--- config.mk ---
export PLATFORM = sky130hd
export DESIGN_NAME = led_pattern_gen
export DESIGN_NICKNAME = d
export VERILOG_FILES = /design/src/rtl/led_pattern_pkg.sv /design/src/rtl/blink_channel.sv /design/src/rtl/led_pattern_gen.sv
export SDC_FILE = /design/constraint.sdc
export NUM_CORES = 1
export LEC_CHECK = 0
export CAP_MARGIN = 20
export CORE_MARGIN = 2
export CORE_UTILIZATION = 66
export CTS_CLUSTER_DIAMETER = 60
export DETAILED_ROUTE_END_ITERATION = 16
export GPL_TIMING_DRIVEN = 1
export PLACE_DENSITY_LB_ADDON = 0.12
export SYNTH_ARGS = -nofsm -noshare
export SYNTH_HDL_FRONTEND = slang
export SYNTH_SLANG_ARGS = --single-unit
--- constraint.sdc ---
create_clock -name clk -period 5.24 [get_ports clk]
set_clock_uncertainty 0.1 [all_clocks]
set_input_delay 0.786 -clock clk [delete_from_list [all_inputs] [get_ports clk]]
set_output_delay 0.786 -clock clk [all_outputs]
set_load 0.005 [all_outputs]
--- src/rtl/led_pattern_pkg.sv ---
// Shared types and defaults for the multi-channel LED pattern generator.
package led_pattern_pkg;

    typedef enum logic [1:0] {
        MODE_OFF     = 2'd0,
        MODE_ON      = 2'd1,
        MODE_BLINK   = 2'd2,
        MODE_ONESHOT = 2'd3
    } mode_t;

    // Clock cycles per tick: 1 ms at a 50 MHz board clock.
    localparam int DEFAULT_PRESCALE = 50000;

endpackage

--- src/rtl/blink_channel.sv ---
// One LED channel: config registers, tick-driven phase counter and a registered output.
module blink_channel
    import led_pattern_pkg::*;
#(
    parameter int CNT_W = 10
) (
    input  logic             clk,
    input  logic             rst,
    input  logic             tick,
    input  logic             restart,
    input  logic             we,
    input  mode_t            mode,
    input  logic [CNT_W-1:0] period,
    input  logic [CNT_W-1:0] on,
    output logic             blink
);

    mode_t            mode_q;
    logic [CNT_W-1:0] period_q;
    logic [CNT_W-1:0] on_q;
    logic [CNT_W-1:0] phase_q;
    logic [CNT_W-1:0] last_phase;

    // A zero period behaves as a one-tick period, so the last phase is 0.
    always_comb last_phase = (period_q == '0) ? '0 : period_q - CNT_W'(1);

    always_ff @(posedge clk) begin
        if (rst) begin
            mode_q   <= MODE_OFF;
            period_q <= '0;
            on_q     <= '0;
            phase_q  <= '0;
            blink    <= 1'b0;
        end else begin
            // NOTE: the write branch is tested first so a config write always wins over a same-cycle tick.
            if (we) begin
                mode_q   <= mode;
                period_q <= period;
                on_q     <= on;
                phase_q  <= '0;
            end else if (restart) begin
                phase_q <= '0;
            end else if (tick) begin
                case (mode_q)
                    MODE_BLINK:   phase_q <= (phase_q >= last_phase) ? '0 : phase_q + CNT_W'(1);
                    MODE_ONESHOT: if (phase_q < on_q) phase_q <= phase_q + CNT_W'(1);
                    default:      phase_q <= '0;
                endcase
            end

            case (mode_q)
                MODE_OFF: blink <= 1'b0;
                MODE_ON:  blink <= 1'b1;
                default:  blink <= (phase_q < on_q);
            endcase
        end
    end

endmodule

--- src/rtl/led_pattern_gen.sv ---
// Multi-channel LED pattern generator: shared tick prescaler, config write decode
// and one blink_channel per LED output.
module led_pattern_gen
    import led_pattern_pkg::*;
#(
    parameter int PRESCALE = DEFAULT_PRESCALE,
    parameter int CHANNELS = 4,
    parameter int CNT_W    = 10,
    parameter int CH_W     = 2
) (
    input  logic                clk,
    input  logic                rst,
    input  logic                cfg_we,
    input  logic [CH_W-1:0]     cfg_ch,
    input  logic [1:0]          cfg_mode,
    input  logic [CNT_W-1:0]    cfg_period,
    input  logic [CNT_W-1:0]    cfg_on,
    input  logic                restart,
    output logic                tick,
    output logic [CHANNELS-1:0] blink
);

    localparam int              PS_W    = (PRESCALE > 1) ? $clog2(PRESCALE) : 1;
    localparam logic [PS_W-1:0] PS_LAST = PS_W'(PRESCALE - 1);

    logic [PS_W-1:0] ps_cnt;

    always_ff @(posedge clk) begin
        if (rst || restart) begin
            ps_cnt <= '0;
            tick   <= 1'b0;
        end else if (ps_cnt == PS_LAST) begin
            ps_cnt <= '0;
            tick   <= 1'b1;
        end else begin
            ps_cnt <= ps_cnt + PS_W'(1);
            tick   <= 1'b0;
        end
    end

    // Addresses at or above CHANNELS match no channel, so those writes are dropped.
    for (genvar i = 0; i < CHANNELS; i++) begin : g_ch
        logic ch_we;
        assign ch_we = cfg_we && (cfg_ch == CH_W'(i));

        blink_channel #(
            .CNT_W(CNT_W)
        ) u_ch (
            .clk    (clk),
            .rst    (rst),
            .tick   (tick),
            .restart(restart),
            .we     (ch_we),
            .mode   (mode_t'(cfg_mode)),
            .period (cfg_period),
            .on     (cfg_on),
            .blink  (blink[i])
        );
    end

endmodule

== Word level (Yosys, flattened, before mapping) ==
Index checks and enable logic that the tools add are counted.

* Bits in registers: 149
* Bits of input ports: 28
* Output and inout port bits: 5
* Word-level logic and storage cells: 103

* $add $sub $neg: 9
* Magnitude comparators: 8
* Equality and inequality tests: 20
* Multiplexer cells: 21
* Reduce and logical (&&, ||, !) cells: 23

{| class="wikitable"
|+ Operators by type and width
! operator !! count
|-
| $mux W10 || 12
|-
| $pmux W10 S2 || 4
|-
| $add A10 B1 Y10 const B || 4
|-
| $ge A10 B10 Y1 || 4
|-
| $logic_not A10 Y1 || 4
|-
| $lt A10 B10 Y1 || 4
|-
| $sub A10 B1 Y10 const B || 4
|-
| $eq A2 B2 Y1 const B || 10
|-
| $add A16 B1 Y16 const B || 1
|-
| $eq A16 B16 Y1 const B || 1
|-
| $reduce_or A3 Y1 || 4
|-
| $eq A2 B1 Y1 const B || 5
|-
| $logic_not A2 Y1 || 5
|-
| $ne A2 B1 Y1 const B || 4
|-
| $pmux W1 S2 || 4
|-
| $reduce_and A2 Y1 || 4
|-
| $logic_and A1 B1 Y1 || 4
|-
| $reduce_or A2 Y1 || 1
|-
| $logic_or A1 B1 Y1 || 1
|-
| $mux W1 || 1
|}

== Longest topological paths before layout ==
* Depth after elaboration: 5
* Gate-level depth with buffers: 13
* Mapped depth without buffers: 13

== Modules after synthesis ==
From an unflattened synthesis, not the netlist that was laid out.

* Cells, all modules: 1019
* Area total of the unflattened synthesis: 8808.4 um2

{| class="wikitable"
|+ By module, submodules not included
! module !! times used !! cells each !! area each (um2) !! seq. area each (um2)
|-
| blink_channel at g_ch[2].u_ch ... || 2 || 232 || 2001.9 || 660.6
|-
| blink_channel at g_ch[0].u_ch || 1 || 234 || 2019.4 || 660.6
|-
| blink_channel at g_ch[1].u_ch || 1 || 235 || 2018.2 || 660.6
|-
| led_pattern_gen || 1 || 86 || 767.0 || 340.3
|}

== Worst setup path before layout ==
No wires, ideal clock.

* Kind: flip-flop to flip-flop
* From: register g_ch[2].u_ch.period_q[2]
* To: register g_ch[2].u_ch.phase_q[4]
* Setup time: 0.122 ns
* Data arrival time: 2.694 ns
* Data required time: 5.018 ns
* Setup slack: 2.324 ns
* Stages on the path, launching flop included: 13
* Path buffers: 0
* Clock period less this slack: 2.916 ns
* Cells stage by stage: dfxtp_1 nor3_1 nand2_1 or4_1 nor3_1 a21oi_1 ha_1 o21ai_0 o211a_1 a31oi_1 nand2_1 and3_1 a221o_1

* Longest elaborated chain between the ends: 5
* Elaborated cells on any way between the ends: 6
* Those cells by class: add/sub: 1; order compare: 1; mux: 3; reduce/logical: 1

{| class="wikitable"
|+ Ends and longest elaborated chain
! what !! line !! source
|-
| start, declared || blink_channel.sv:19 || <nowiki>logic [CNT_W-1:0] period_q;</nowiki>
|-
| start signal, assigned || blink_channel.sv:38 || <nowiki>period_q <= period;</nowiki>
|-
| $sub A10 B1 Y10 / $logic_not A10 Y1 (equally long branches) || blink_channel.sv:25 || <nowiki>always_comb last_phase = (period_q == '0) ? '0 : period_q - CNT_W'(1);</nowiki>
|-
| $mux W10 (*) || blink_channel.sv:25 ||
|-
| $ge A10 B10 Y1 (*) || blink_channel.sv:45 || <nowiki>MODE_BLINK: phase_q <= (phase_q >= last_phase) ? '0 : phase_q + CNT_W'(1);</nowiki>
|-
| $mux W10 (*) || blink_channel.sv:45 ||
|-
| $pmux W10 S2 (*) || blink_channel.sv:44 || <nowiki>case (mode_q)</nowiki>
|-
| end signal, assigned || blink_channel.sv:45 ||
|-
| end signal, assigned || blink_channel.sv:46 || <nowiki>MODE_ONESHOT: if (phase_q < on_q) phase_q <= phase_q + CNT_W'(1);</nowiki>
|-
| end, declared || blink_channel.sv:21 || <nowiki>logic [CNT_W-1:0] phase_q;</nowiki>
|}

Mark *: on every way between the ends. The rest lies on a longest branch, timed or not.
A chain may end at the register's enable or synchronous reset.

== Worst setup path after layout ==
* From: register g_ch[0].u_ch.period_q[2]
* To: register g_ch[0].u_ch.phase_q[5]

* Longest elaborated chain between the ends: 5
* Elaborated cells on any way between the ends: 6
* Those cells by class: add/sub: 1; order compare: 1; mux: 3; reduce/logical: 1

{| class="wikitable"
|+ Ends and longest elaborated chain
! what !! line
|-
| start, declared || blink_channel.sv:19
|-
| start signal, assigned || blink_channel.sv:38
|-
| $sub A10 B1 Y10 / $logic_not A10 Y1 (equally long branches) || blink_channel.sv:25
|-
| $mux W10 (*) || blink_channel.sv:25
|-
| $ge A10 B10 Y1 (*) || blink_channel.sv:45
|-
| $mux W10 (*) || blink_channel.sv:45
|-
| $pmux W10 S2 (*) || blink_channel.sv:44
|-
| end signal, assigned || blink_channel.sv:45
|-
| end signal, assigned || blink_channel.sv:46
|-
| end, declared || blink_channel.sv:21
|}

Marks and branches as above.

==> impl_results.md <==
- Status: finished clean
- Max_cap viols: 0
- Drt pass-1 iters: 5
- Placed Instances: 1288
- Crit. Startpoint: g_ch[0].u_ch.period_q[2]
- Initial cell density of the core: 68.1%
- Main flop type after synthesis: dfxtp_1
- Ports: 33
- YS warnings: 0
- Largest family of logic cells by synthesized area: simple AND/OR/NAND/NOR gates
- R2R Setup Slk: approximately 2.0 ns
- DIE HEIGHT: 118 microns
- Leading area contributor after synthesis: dfxtp_1
- H-tree levels: 4
- Post-synth EDFFs: 0
- Fin crit period: 3.21 ns
- CTS sink count: 149
- Post-synthesis xor/xnor area fraction: 3.96%
- Largest net degree at the start of global routing: 94
- Crit Path Max Fanout: 7
- Most frequent cells in the layout: 274 x nand2_1, 149 x dfxtp_1, 131 x a21oi_1, 89 x ha_1, 57 x inv_1
- PortBufs: 32
- DR DRC count: 0
- Worst Setup End Kind: register
- Worst setup path endpoint: g_ch[0].u_ch.phase_q[5]
- Die area: 0.0140 sq mm
- Top cells by area in the synthesized netlist: dfxtp_1 35%, ha_1 13%, nand2_1 12%, a21oi_1 7.6%, xor2_1 2.5%
- Initial DRC Count: just over 600
- Worst r2r src: g_ch[0].u_ch.period_q[2]
- Adder-Cell Fraction of Synth Area: between 10% and 20%
- Root Driver: clkbuf_16
- Worst vdd ir: 0.234 mV
- Initial antenna violation count: 0
- RR Endpoint: g_ch[0].u_ch.phase_q[5]
- Dpl hpwl: 14200 microns
- Post-synthesis simple-gate area fraction: 26.0%
- Mux share of post-synthesis cell area: 0.478%
- Ant diodes: 0
- Critical path class: reg2reg
- Setup TNS: 0 ns
- Part of the cycle the worst path needs: 61.3%
- Startpoint types: register
- Core footprint: ~0.013 sq mm
- Finished Layout Cells: 1320
- Unrepaired setup endpoints after global routing: no
- Nets: 1252
- Synth Net Count: 1235
- Post-CTS Resized: 0
- Total CTS buffers: 17
- Routed vias/inst: around 5.9
- Pwr/cell area: about 290 mW/mm^2
- Synthesized area: 0.00863 sq mm
- Synth cell types: 59
- CP required: 5.51 ns
- First-pass GRT wire length: 33600 microns
- Clk pin slew, worst setup/hold paths: 0.06 ns
- CP arrival: between 3 and 4 ns
- Grt ovf: 0
- Post-synthesis sequential area ratio: 34.6%
- Syn Area/Cell: slightly below 8 sq um
- Hold_buf cts: 0
- Final RePlAce weighted congestion: between 0.8 and 0.9
- Post-route ant nets: 0
- Vias in the first global route: 7060
- Synth Area in Compound Gates: 17.6%
- Synthesis-to-finish area growth: 11.7%
- Post-CTS setup buffer count: 0
- R2R depth: 11
- Placement Rows: 41
- Leak pwr: 3.76 nW
- Worst rel slew slack: 37.1%
- Most common cell after layout, fill and taps aside: nand2_1
- Final Hold Violating Endpoints: 0
- Worst Hold Class: reg2reg
- Overall routing resource usage: 29.7%
- Synth Instances: 1118
- Clock Latency Late Sink: between 0.4 and 0.5 ns
- Routed WL per cell: about 15 microns
- Max-slew violation count: 0
- Clock buffer depth: 2
- Post-synth top area share: 34.6%
- Post-synthesis register bit count: 149
- Routed via count: 7827
- Synth async-reset ratio: 0%
- WL final: 20500 microns
- Worst-Margin Slew: 0.944 ns
- TritonCTS clock tree: built
- Die outline width: 118 microns
- Fraction of layout cells with a size suffix above 1: under 10%
- Finish-stage setup viols: 0
- Top achievable clock speed: slightly above 0.3 GHz
## through the flow
step | util [%] | setup slack, ns | power, W | hold WS, ns | instance area (sq um)
after CTS | 76.1 | 2.06 | 0.00280 | 0.355 | 9640
after floorplan | - | 2.32 | 0.00145 | 0.330 | 8630
after global routing | 76.1 | 1.69 | 0.00290 | 0.368 | 9640
after global placement | 71.4 | 1.89 | 0.00154 | 0.341 | 9040
after detailed placement | 71.4 | 1.84 | 0.00155 | 0.347 | 9040
final | 76.1 | 2.03 | 0.00280 | 0.353 | 9640
## area by class of cell
cell class	count	area (sq um)
fill	999	3030
sequential	149	2980
tap	172	215
timing repair buffer	38	360
clock buffer	23	478
clock inverter	9	125
multi-input combinational	872	5270
inverter	57	214
## cells in the mapped netlist (all sizes together) (3+ instances only)
cell type,count
a211o,6
a211oi,4
a21boi,6
a21oi,134
a221o,4
a31oi,8
a32oi,6
a41o,3
and2,5
and3,20
buf,10
clkbuf,30
dfxtp,149
ha,89
inv,57
mux2i,3
nand2,274
nand2b,18
nand3,29
nand3b,4
nand4,20
nor2,55
nor2b,9
nor3,14
nor3b,3
nor4,9
o211ai,4
o21a,13
o21ai,36
o31ai,6
o41ai,4
or2,3
or3,13
or4,9
xnor2,14
xor2,25
## flip-flops by register name, summed over array words and instances (netlist names)
name,count
g_ch.u_ch.on_q,40
g_ch.u_ch.phase_q,40
ps_cnt,16
g_ch.u_ch.period_q,40
g_ch.u_ch.blink,4
g_ch.u_ch.mode_q,8
tick,1
## metal layers
| layer | track usage (%) | part of all wire (%) |
|---|---|---|
| met1 | 39.4 | 46 |
| met2 | 49.5 | 47 |
| met3 | 5.69 | 5.7 |
| met4 | 8.13 | 1.3 |
| met5 | 0 | 0 |
## logic make-up after synthesis
logic type | after synthesis
xor gates and xnor gates | 39
muxes | 4
DFF | 149
adders and majority gates | 89
AOI/OAI and AO/OA | 248
buffers and inverters | 97
and+or+nand+nor | 492
## power by group
| part | switching, W | internal [W] |
|---|---|---|
| registers | 0.0000205 | 0.00116 |
| logic | 0.000217 | 0.000144 |
| clock network | 0.000476 | 0.000784 |
## worst min path at each step
stage | startpoint | to | slack, ns | cells past startpoint
after global routing | g_ch[0].u_ch.on_q[9] | g_ch[0].u_ch.on_q[9] | 0.37 | 2
final | g_ch[0].u_ch.on_q[9] | g_ch[0].u_ch.on_q[9] | 0.35 | 2
after global placement | ps_cnt[0] | ps_cnt[0] | 0.34 | 1
after floorplan | ps_cnt[0] | ps_cnt[0] | 0.33 | 1
after CTS | g_ch[0].u_ch.on_q[9] | g_ch[0].u_ch.on_q[9] | 0.35 | 2
after detailed placement | g_ch[0].u_ch.on_q[9] | g_ch[0].u_ch.on_q[9] | 0.35 | 2
## critical path, stage by stage (launching register included)
cell and delay [ns]:
dfxtp_1 0.35, nor3_1 0.36, nand2_1 0.20, nor4_1 0.35
mux2i_1 0.26, ha_1 0.27, o21ai_0 0.13, o21ai_0 0.12
a31oi_1 0.23, o21ai_1 0.21, or4_1 0.50, nand2_1 0.07
Power figures use the tool's default switching activity.
